### config.mk
export PLATFORM = sky130hd
export DESIGN_NAME = mem_arbiter
export DESIGN_NICKNAME = d
export VERILOG_FILES = /design/src/rtl/mem_arbiter.sv
export SDC_FILE = /design/constraint.sdc
export NUM_CORES = 1
export LEC_CHECK = 0
export CAP_MARGIN = 40
export CORE_AREA = 2 2 194 196
export DETAILED_ROUTE_END_ITERATION = 16
export DIE_AREA = 0 0 196 198
export GPL_TIMING_DRIVEN = 1
export PLACE_DENSITY = 0.55
export SETUP_SLACK_MARGIN = 0.5
export SKIP_LAST_GASP = 1
export SYNTH_ARGS = -nofsm -noshare
export SYNTH_HDL_FRONTEND = slang
export SYNTH_SLANG_ARGS = --single-unit
### constraint.sdc
create_clock -name clk -period 3.5 [get_ports clk]
set_clock_uncertainty 0.2 [all_clocks]
set_input_delay 0.875 -clock clk [delete_from_list [all_inputs] [get_ports clk]]
set_output_delay 0.875 -clock clk [all_outputs]
set_load 0.01 [all_outputs]
### src/rtl/mem_arbiter.sv
// Shares one single-ported, variable-latency memory between the instruction-fetch port
// and the data port. Only one transaction is outstanding at a time, and conflicts are
// resolved round-robin.
module mem_arbiter #(
  parameter int N       = 64,
  parameter int TIMEOUT = 255
) (
  input  logic         clk,
  input  logic         reset,
  input  logic         if_req,
  input  logic [N-1:0] if_addr,
  output logic [31:0]  if_rdata,
  output logic         if_valid,
  input  logic         dm_readEnable,
  input  logic         dm_writeEnable,
  input  logic [N-1:0] dm_addr,
  input  logic [N-1:0] dm_wdata,
  output logic [N-1:0] dm_rdata,
  output logic         dm_valid,
  output logic         mem_req,
  output logic         mem_we,
  output logic [N-1:0] mem_addr,
  output logic [N-1:0] mem_wdata,
  input  logic [N-1:0] mem_rdata,
  input  logic         mem_ready,
  output logic         mem_err,
  output logic         stall_if,
  output logic         stall_mem,
  output logic [1:0]   dbg_state_o
);
  // Handshake: a requester holds its request until its valid pulses for one cycle.
  // mem_req stays high with stable address and data until mem_ready is seen for one cycle.
  typedef enum logic [1:0] {
    IDLE  = 2'd0,
    FETCH = 2'd1,
    DATA  = 2'd2
  } state_t;

  localparam logic [15:0] TO = 16'(TIMEOUT);

  state_t         state_q, state_d;
  logic           mem_req_q, mem_req_d;
  logic           mem_we_q, mem_we_d;
  logic [N-1:0]   mem_addr_q, mem_addr_d;
  logic [N-1:0]   mem_wdata_q, mem_wdata_d;
  logic [31:0]    if_rdata_q, if_rdata_d;
  logic [N-1:0]   dm_rdata_q, dm_rdata_d;
  logic           if_valid_q, if_valid_d;
  logic           dm_valid_q, dm_valid_d;
  logic           mem_err_q, mem_err_d;
  logic [15:0]    cnt_q, cnt_d;
  logic           last_data_q, last_data_d;

  logic dm_req, if_req_m, dm_req_m;
  logic grant_if, grant_dm;

  assign dm_req   = dm_readEnable | dm_writeEnable;
  // A request is masked while its valid pulses, because the requester has not yet
  // seen completion and still holds the request.
  assign if_req_m = if_req & ~if_valid_q;
  assign dm_req_m = dm_req & ~dm_valid_q;

  always_comb begin
    state_d     = state_q;
    mem_req_d   = mem_req_q;
    mem_we_d    = mem_we_q;
    mem_addr_d  = mem_addr_q;
    mem_wdata_d = mem_wdata_q;
    if_rdata_d  = if_rdata_q;
    dm_rdata_d  = dm_rdata_q;
    if_valid_d  = 1'b0;
    dm_valid_d  = 1'b0;
    mem_err_d   = 1'b0;
    cnt_d       = cnt_q;
    last_data_d = last_data_q;
    grant_if    = 1'b0;
    grant_dm    = 1'b0;
    case (state_q)
      IDLE: begin
        if (if_req_m && dm_req_m) begin
          grant_if = last_data_q;
          grant_dm = ~last_data_q;
        end else begin
          grant_if = if_req_m;
          grant_dm = dm_req_m;
        end
        if (grant_if) begin
          state_d     = FETCH;
          mem_req_d   = 1'b1;
          mem_addr_d  = if_addr;
          mem_we_d    = 1'b0;
          mem_wdata_d = '0;
          last_data_d = 1'b0;
          cnt_d       = '0;
        end else if (grant_dm) begin
          state_d     = DATA;
          mem_req_d   = 1'b1;
          mem_addr_d  = dm_addr;
          mem_we_d    = dm_writeEnable;
          mem_wdata_d = dm_wdata;
          last_data_d = 1'b1;
          cnt_d       = '0;
        end
      end
      FETCH, DATA: begin
        if (mem_ready) begin
          state_d   = IDLE;
          mem_req_d = 1'b0;
          if (state_q == FETCH) begin
            if_valid_d = 1'b1;
            if_rdata_d = mem_rdata[31:0];
          end else begin
            dm_valid_d = 1'b1;
            if (!mem_we_q) dm_rdata_d = mem_rdata;
          end
        end else begin
          cnt_d = (cnt_q < TO) ? cnt_q + 16'd1 : cnt_q;
          // This wait cycle brings the counter to TIMEOUT, so the access is aborted.
          if (cnt_q >= TO - 16'd1) begin
            state_d    = IDLE;
            mem_req_d  = 1'b0;
            mem_err_d  = 1'b1;
            if_valid_d = (state_q == FETCH);
            dm_valid_d = (state_q == DATA);
          end
        end
      end
      default: state_d = IDLE;
    endcase
  end

  always_ff @(posedge clk) begin
    if (reset) begin
      state_q     <= IDLE;
      mem_req_q   <= 1'b0;
      mem_we_q    <= 1'b0;
      mem_addr_q  <= '0;
      mem_wdata_q <= '0;
      if_rdata_q  <= '0;
      dm_rdata_q  <= '0;
      if_valid_q  <= 1'b0;
      dm_valid_q  <= 1'b0;
      mem_err_q   <= 1'b0;
      cnt_q       <= '0;
      last_data_q <= 1'b0;
    end else begin
      state_q     <= state_d;
      mem_req_q   <= mem_req_d;
      mem_we_q    <= mem_we_d;
      mem_addr_q  <= mem_addr_d;
      mem_wdata_q <= mem_wdata_d;
      if_rdata_q  <= if_rdata_d;
      dm_rdata_q  <= dm_rdata_d;
      if_valid_q  <= if_valid_d;
      dm_valid_q  <= dm_valid_d;
      mem_err_q   <= mem_err_d;
      cnt_q       <= cnt_d;
      last_data_q <= last_data_d;
    end
  end

  assign if_rdata    = if_rdata_q;
  assign if_valid    = if_valid_q;
  assign dm_rdata    = dm_rdata_q;
  assign dm_valid    = dm_valid_q;
  assign mem_req     = mem_req_q;
  assign mem_we      = mem_we_q;
  assign mem_addr    = mem_addr_q;
  assign mem_wdata   = mem_wdata_q;
  assign mem_err     = mem_err_q;
  assign stall_if    = if_req & ~if_valid_q;
  assign stall_mem   = dm_req & ~dm_valid_q;
  assign dbg_state_o = state_q;

endmodule
=== After elaboration in Yosys (flattened, before gate mapping) ===
Cells that the tools add are included.

* Input bits: 262
* Output and inout bits: 233
* Register bits: 248

* Reductions and logical operators: 13
* Add/subtract/negate cells: 1
* Muxes and demuxes: 33
* Equal/unequal tests: 6
* Magnitude comparators: 2
* Bitwise gates (word level): 9

{| class="wikitable"
|+ Operators by type and width
! kind !! count
|-
| two-way mux 64 bit || 4
|-
| two-way mux 16 bit || 4
|-
| one-hot mux 16 bit (2 select lines) || 1
|-
| two-way mux 1 bit || 18
|-
| adder 16 x 1 -> 16 bit (second input constant) || 1
|-
| greater-or-equal comparator 16 x 8 -> 1 bit (second input constant) || 1
|-
| < comparator 16 x 8 -> 1 bit (second input constant) || 1
|-
| two-way mux 2 bit || 4
|-
| AND reduction 4 bit || 2
|-
| inequality test 3 bit (second input constant) || 2
|-
| NOT 1 bit || 6
|-
| AND reduction 3 bit || 2
|-
| inequality test 2 bit (second input constant) || 2
|-
| one-hot mux 2 bit (2 select lines) || 1
|-
| AND reduction 2 bit || 2
|-
| nonzero test 2 bit || 2
|-
| OR reduction 2 bit || 2
|-
| OR reduction 3 bit || 1
|-
| AND 1 bit || 2
|-
| equality test 2 x 1 -> 1 bit (second input constant) || 1
|-
| equality test 2 bit (second input constant) || 1
|-
| logical NOT 2 bit || 1
|-
| one-hot mux 1 bit (2 select lines) || 1
|-
| logical AND 1 bit || 1
|-
| OR 1 bit || 1
|}

=== Depth between registers and ports, before layout ===
Gate-level depths: netlist of the first run.

* Depth after elaboration: 8
* Mapped depth: 8

=== Least setup slack after synthesis of the first run ===
No wires, ideal clock.

* Kind: input -> output
* Start: in dm_readEnable
* End: out stall_mem
* Required time: 2.425 ns
* Path buffers: 0
* Cell stages on the path: 2
* Arrival: 1.246 ns
* Setup slack: 1.179 ns
* Cell sequence: o21bai_2 -> inv_1

* Cells in the longest elaborated chain, start to end: 2

{| class="wikitable"
|+ RTL lines
! what !! line !! text
|-
| start, declared || 14 || <nowiki>input logic dm_readEnable,</nowiki>
|-
| OR 1 bit || 57 || <nowiki>assign dm_req = dm_readEnable | dm_writeEnable;</nowiki>
|-
| AND 1 bit || 172 || <nowiki>assign stall_mem = dm_req & ~dm_valid_q;</nowiki>
|-
| end, declared || 28 || <nowiki>output logic stall_mem,</nowiki>
|}

Every way passes these cells.

=== Worst setup path in the final report of the first run ===
* Start: in if_req
* End: out stall_if

* Cells in the longest elaborated chain, start to end: 1

{| class="wikitable"
|+ RTL lines
! what !! line !! text
|-
| start, declared || 10 || <nowiki>input logic if_req,</nowiki>
|-
| AND 1 bit || 171 || <nowiki>assign stall_if = if_req & ~if_valid_q;</nowiki>
|-
| end, declared || 27 || <nowiki>output logic stall_if,</nowiki>
|}

Every way passes these cells.

==> impl_metrics.py, run 1 <==
metrics = {
    "clocking": {
        "htree_levels": 1,
        "numCtsBuffers": 29,
        "clockBufferDepth": 3,
        "path_clk_slew_ns": 0.06,
        "cts_setup_buffers": 0,
        "root_buffer": "clkbuf_16",
        "cts_sinks": 248,
        "cts_hold_buffers": 0,
        "clk_latency_ns": 0.55,
        "cts_tree": "done",
    },
    "global_route": {
        "antenna_found_initial": 8,
        "grt_pass1_vias": 8865,
        "grt_max_degree": 138,
        "grt_pass1_wl_mm": 54.9,
        "grt_overflow": 0,
        "track_usage": 0.186,
    },
    "detailed_routing": {
        "met1_length_mm": 14.1,
        "drt-initial-drc-count": 656,
        "wirelength_mm": 38.4,
        "drc": 0,
        "drtAntennaViolNets": 0,
        "drt-vias-per-instance": 4.74,
        "vias": 9234,
        "dr_wl_met2_mm": 19.4,
        "drtPass1Iterations": 9,
        "highest_layer": "met5",
        "met3WireLength_mm": 3.53,
        "wl_per_cell_um": 19.7,
    },
    "place": {
        "post-place-ws_ns": 0.00161,
        "io_buffers": 494,
        "dp_hpwl_mm": 27.9,
        "gp_congestion": 0.789,
    },
    "power": {
        "power_frac_clock": 0.319,
        "vdd_drop_max_mv": 0.406,
        "power_frac_seq": 0.361,
        "p_int_w": 0.00658,
        "switching_power_w": 0.00299,
        "p_per_area_mw_per_mm2": 622,
        "p_leak_nw": 5.56,
        "pwr-share-comb": 0.320,
        "swShare": 0.313,
    },
    "worst_setup_path": {
        "crit_buf_inv": 3,
        "critPathCaptureType": "output pin",
        "startpoint_type": "input pin",
        "rrSetupSlack_ns": 1.14,
        "worstPathRequired_ns": 2.42,
        "worstSetupPathType": "in -> out",
        "cp.depth": 4,
        "endpoint": "stall_if",
        "critPathSlowestCell": "clkdlybuf4s50_1",
        "crit_path_start": "if_req",
        "reg2reg_to": "mem_wdata[56]",
        "crit_family": "buffers and inverters",
        "cpPeakStageDelay_ns": 0.46,
        "cp_cell_sequence": "clkdlybuf4s50_1 > nand2b_1 > inv_2 > dlygate4sd2_1",
        "arrival_ns": 1.82,
        "r2r-start": "dbg_state_o[1]",
        "r2r.worst_path.cells": 9,
        "worstPathMaxFanout": 2,
    },
    "sta": {
        "maxSlewViolCount": 0,
        "fmax_mhz": 346,
        "setup_ws_ns": 0.608,
        "final-hold-violation-count": 0,
        "final.setup.tns_ns": 0,
        "worst_slew_pin_slew_ns": 0.762,
        "finalSetupViolCount": 0,
        "relSlewSlack": 0.492,
        "grt_setup_unrepaired": "false",
        "fin_crit_ns": 2.89,
        "period_share": 0.826,
    },
    "die": {
        "die_h_um": 198,
        "initial_core_util": 0.239,
        "coreArea_sq_mm": 0.0370,
        "die_w_um": 196,
        "io_pins": 495,
        "die_area_sq_mm": 0.0388,
        "rows": 71,
    },
    "yosys": {
        "ys_dominant_reg_cell": "dfxtp_1",
        "netlist_area_sq_mm": 0.00884,
        "syn_inst": 979,
        "synth-edff-count": 0,
        "synth-warning-count": 0,
        "synthAdderAreaFrac": 0.00708,
        "muxShareOfSynthArea": 0.00679,
        "netlist_top_cells_area": "dfxtp_1 56%, nand2_1 8.4%, a222oi_1 7.2%, nor2_1 5.6%, a21oi_1 5.5%",
        "ys_types": 46,
        "ys_top_cells_by_count": "248 x dfxtp_1, 198 x nand2_1, 131 x nor2_1",
        "synth_xor_area_frac": 0,
        "syn_nets": 1246,
        "postSynth.asyncResetShare": 0,
        "post_synth.cell_area_avg_sq_um": 9.03,
        "synth-seq-area-share": 0.562,
        "synth-compound-area-share": 0.203,
        "synth_simple_gate_area_share": 0.178,
        "yosysTopAreaCellShare": 0.562,
        "synth_most_common_cell": "dfxtp_1",
        "ys_ff_latch": 248,
        "synth_area_leader_cell": "dfxtp_1",
        "synth_top_family_by_area": "compound AO/OA/AOI/OAI gates",
    },
    "flow_run": {
        "maxCapViolCount": 0,
    },
    "cells_and_area": {
        "fillers": 3710,
        "final_nets": 1716,
        "area_delta_synth_final_pct": 73.8,
        "drive_above_1_share": 0.0632,
    },
    "outcome": {
        "status": "finished clean",
    },
    "worst_hold_path": {
        "hold_path_class": "reg -> reg",
    },
}
-- power by group through the flow --
stage | logic (W) | clock network, W | registers, W
detailed placement | 0.00310 | 0 | 0.00350
global route | 0.00329 | 0.00327 | 0.00349
floorplan | 0.00120 | 0 | 0.00364
CTS | 0.00311 | 0.00316 | 0.00345
finish | 0.00306 | 0.00305 | 0.00345
global placement | 0.00308 | 0 | 0.00349
-- worst reg2reg max path, delay by kind of cell, from the launching register on --
kind,cells,cell delay [ns]
buffers and inverters,5,0.91
adders and majority gates,1,0.39
AOI/OAI and AO/OA,2,0.37
DFF,1,0.33
and+or+nand+nor,1,0.10
-- kinds of logic after synthesis --
family | after synthesis
simple gates | 381
flops | 248
fa+ha+maj | 5
buf+inv | 94
compound gates | 245
mux | 6
-- repair_timing --
action | CTS | global route
endpoints found under the hold margin | 0 | 0
setup endpoints to repair | 2 | 1
pin swaps | 1 | 1
gates resized for setup | 4 | 2
-- cell usage in the layout (no fill, tap or decap), types with 6 or more instances in the layout --
master / netlist / layout
inv_1: 7 / 6
a22oi_1: 65 / 65
clkbuf_16: 0 / 29
dfxtp_1: 248 / 248
nand2_1: 198 / 198
mux2i_1: 6 / 6
clkdlybuf4s50_1: 0 / 489
nand3_1: 9 / 9
a21oi_1: 98 / 98
buf_12: 0 / 8
clkinv_2: 0 / 8
nor2_1: 131 / 131
clkbuf_8: 0 / 9
buf_4: 0 / 22
and3_1: 7 / 7
a222oi_1: 64 / 64
-- how the worst min path moves through the flow --
stage            startpoint      endpoint  slack [ns]  cells after the start
2_1_floorplan      cnt_q[5]      cnt_q[5]        0.25                      2
3_3_place_gp   dm_rdata[61]  dm_rdata[61]        0.24                      2
3_5_place_dp   dm_rdata[30]  dm_rdata[30]        0.25                      2
4_1_cts        dm_rdata[30]  dm_rdata[30]        0.25                      2
5_1_grt        if_rdata[17]  if_rdata[17]        0.27                      2
6_report       dm_rdata[56]  dm_rdata[56]        0.25                      2
-- metal layers --
layer | GRT usage | vias up
met5 | 0.0153 | -
met4 | 0.0626 | 12
met3 | 0.0625 | 71
met2 | 0.337 | 394
met1 | 0.201 | 4336
li1 | - | 4421
-- per-stage QoR --
stage	total power (W)	util	instance area, sq um	std cells	hold WS [ns]
2_1_floorplan	0.00485	-	8840	979	0.250
3_3_place_gp	0.00658	0.389	14400	1892	0.241
3_5_place_dp	0.00660	0.389	14400	1892	0.245
4_1_cts	0.00972	0.416	15400	1945	0.254
5_1_grt	0.0101	0.416	15400	1947	0.269
6_report	0.00957	0.416	15400	1947	0.252
-- area by class of cell --
type | count | area (sq um) | share of cell area
multi-input cells | 637 | 3530 | 0.230
inverters | 9 | 33.8 | 0.00220
clock inverters | 12 | 116 | 0.00757
repair buffers | 524 | 5280 | 0.343
clock buffers | 41 | 851 | 0.0554
flip-flops and latches | 248 | 4960 | 0.323
diodes | 2 | 5.00 | 0.000326
well taps | 474 | 593 | 0.0386
-- state kept, by name, indices dropped and copies added, names as in the netlist --
signal	flops
cnt_q	16
dbg_state_o	2
dm_rdata	64
dm_valid	1
if_rdata	32
if_valid	1
last_data_q	1
mem_addr	64
mem_err	1
mem_req	1
mem_wdata	64
mem_we	1
Power figures use the tool's default switching activity.
==> inputs of run 2 (changes only) <==
==> constraint.sdc (replaced) <==
create_clock -name clk -period 2.8 [get_ports clk]
set_clock_uncertainty 0.2 [all_clocks]
set_input_delay 0.7 -clock clk [delete_from_list [all_inputs] [get_ports clk]]
set_output_delay 0.7 -clock clk [all_outputs]
set_load 0.01 [all_outputs]
==> run 2 against run 1 <==
Power is 23% higher. Largest cell class unchanged. Utilization is 0.18 points lower. Sequential share of layout area is 0.19 points higher. Critical path type unchanged. Clock power is 25% higher. Combinational power is 18% higher. Non-clock buffer count is 17 higher. Clock-buffer cell count is 3 higher. Flip-flop and latch count stayed put. Largest power group unchanged. Via count is 1.9% higher. Wire length is 0.16% lower. Worst setup slack worse by 0.18 ns.
==> impl_metrics.py, run 2 (synthesized netlist as in run 1, its figures left out) <==
metrics = {
    "outcome": {
        "status": "finished clean",
    },
    "clocking": {
        "numCtsBuffers": 29,
        "path_clk_slew_ns": 0.06,
        "htree_levels": 1,
        "root_buffer": "clkbuf_16",
        "cts_tree": "done",
        "cts_hold_buffers": 0,
        "clk_latency_ns": 0.58,
        "cts_sinks": 248,
        "clockBufferDepth": 3,
    },
    "die": {
        "die_h_um": 198,
        "die_area_sq_mm": 0.0388,
        "io_pins": 495,
        "coreArea_sq_mm": 0.0370,
        "rows": 71,
        "initial_core_util": 0.239,
        "die_w_um": 196,
    },
    "worst_setup_path": {
        "r2r.worst_path.cells": 7,
        "crit_family": "buffers and inverters",
        "reg2reg_to": "dm_rdata[40]",
        "critPathSlowestCell": "o21bai_4",
        "cp_cell_sequence": "dlygate4sd2_1 > o21bai_4 > inv_2 > buf_6",
        "critPathCaptureType": "output pin",
        "worstPathRequired_ns": 1.90,
        "arrival_ns": 1.47,
        "cp.depth": 4,
        "crit_path_start": "dm_readEnable",
        "rrSetupSlack_ns": 0.66,
        "r2r-start": "dbg_state_o[0]",
        "endpoint": "stall_mem",
        "cpPeakStageDelay_ns": 0.27,
        "startpoint_type": "input pin",
        "worstSetupPathType": "in -> out",
        "worstPathMaxFanout": 2,
        "crit_buf_inv": 3,
    },
    "sta": {
        "fmax_mhz": 422,
        "setup_ws_ns": 0.430,
        "finalSetupViolCount": 0,
        "final-hold-violation-count": 0,
        "worst_slew_pin_slew_ns": 0.775,
        "grt_setup_unrepaired": "true",
        "relSlewSlack": 0.483,
        "period_share": 0.846,
        "maxSlewViolCount": 0,
        "fin_crit_ns": 2.37,
    },
    "cells_and_area": {
        "drive_above_1_share": 0.0800,
        "area_delta_synth_final_pct": 73.1,
        "regArea_sq_mm": 0.00497,
        "multi_input_area_sq_mm": 0.00353,
        "final_nets": 1733,
        "fillers": 3778,
        "final_cell_mix": "257 x clkdlybuf4s50_1, 244 x dfxtp_1, 229 x dlygate4sd2_1",
        "final_common_cell": "clkdlybuf4s50_1",
    },
    "worst_hold_path": {
        "hold_path_class": "reg -> reg",
    },
    "detailed_routing": {
        "drt-vias-per-instance": 4.79,
        "wirelength_mm": 38.3,
        "drt-initial-drc-count": 718,
        "vias": 9410,
        "drc": 0,
        "drtPass1Iterations": 9,
        "wl_per_cell_um": 19.5,
        "drtAntennaViolNets": 0,
    },
    "global_route": {
        "antenna_found_initial": 5,
        "grt_max_degree": 138,
        "track_usage": 0.187,
        "grt_pass1_vias": 9123,
        "grt_overflow": 0,
        "grt_pass1_wl_mm": 55.7,
    },
    "flow_run": {
        "maxCapViolCount": 0,
    },
    "power": {
        "total_power_w": 0.0117,
        "vdd_drop_max_mv": 0.517,
        "p_leak_nw": 6.61,
        "p_per_area_mw_per_mm2": 766,
    },
    "place": {
        "dp_hpwl_mm": 28.0,
        "io_buffers": 494,
        "gp_congestion": 0.808,
        "post-place-ws_ns": -0.313,
    },
}
-- run 2: per-layer routing --
| layer | vias to the layer above | part of all wire | GRT usage |
|---|---|---|---|
| met4 | 8 | 0.035 | 0.0727 |
| met3 | 71 | 0.093 | 0.0601 |
| li1 | 4477 | - | - |
| met1 | 4437 | 0.37 | 0.207 |
| met2 | 417 | 0.50 | 0.334 |
| met5 | - | 0.0014 | 0 |
-- run 2: tightest hold or removal path, stage by stage (launching register included) --
cell and delay (ns):
dfxtp_1 0.30, nand2_1 0.05, a21oi_1 0.05
-- run 2: area by class of cell --
cell class / count / area share
antenna: 1 / 0.000164
timing repair buffer: 541 / 0.340
multi-input combinational: 637 / 0.231
clock buffer: 44 / 0.0570
sequential: 248 / 0.325
clock inverter: 9 / 0.00581
tap: 474 / 0.0388
inverter: 9 / 0.00221
-- run 2: how the worst min path moves through the flow --
stage	start	end	slack (ns)	depth (start not counted)
2_1_floorplan	cnt_q[5]	cnt_q[5]	0.25	2
3_3_place_gp	dm_rdata[61]	dm_rdata[61]	0.24	2
3_5_place_dp	dm_rdata[10]	dm_rdata[10]	0.25	2
4_1_cts	dm_rdata[10]	dm_rdata[10]	0.25	2
5_1_grt	dm_rdata[16]	dm_rdata[16]	0.26	2
6_report	dm_rdata[56]	dm_rdata[56]	0.25	2
-- run 2: repair_timing --
item | in CTS | in global routing
pin swaps | 1 | 1
gates resized for setup | 260 | 3
endpoints found under the setup margin | 233 | 58
buffers inserted | 4 | 0
-- run 2: power breakdown --
group,switching (W),internal [W]
sequential,0.000273,0.00402
clock,0.00157,0.00224
combinational,0.00191,0.00171
total,0.00375,0.00797
-- run 2: stage by stage --
| step | area [sq um] | TNS (ns) | instances | hold WS, ns | util |
|---|---|---|---|---|---|
| 2_1_floorplan | 8840 | 0 | 979 | 0.250 | - |
| 3_3_place_gp | 14600 | -2.95 | 1905 | 0.242 | 0.394 |
| 3_5_place_dp | 14600 | -5.84 | 1905 | 0.246 | 0.394 |
| 4_1_cts | 15300 | 0 | 1962 | 0.252 | 0.414 |
| 5_1_grt | 15300 | 0 | 1963 | 0.264 | 0.414 |
| 6_report | 15300 | 0 | 1963 | 0.249 | 0.414 |
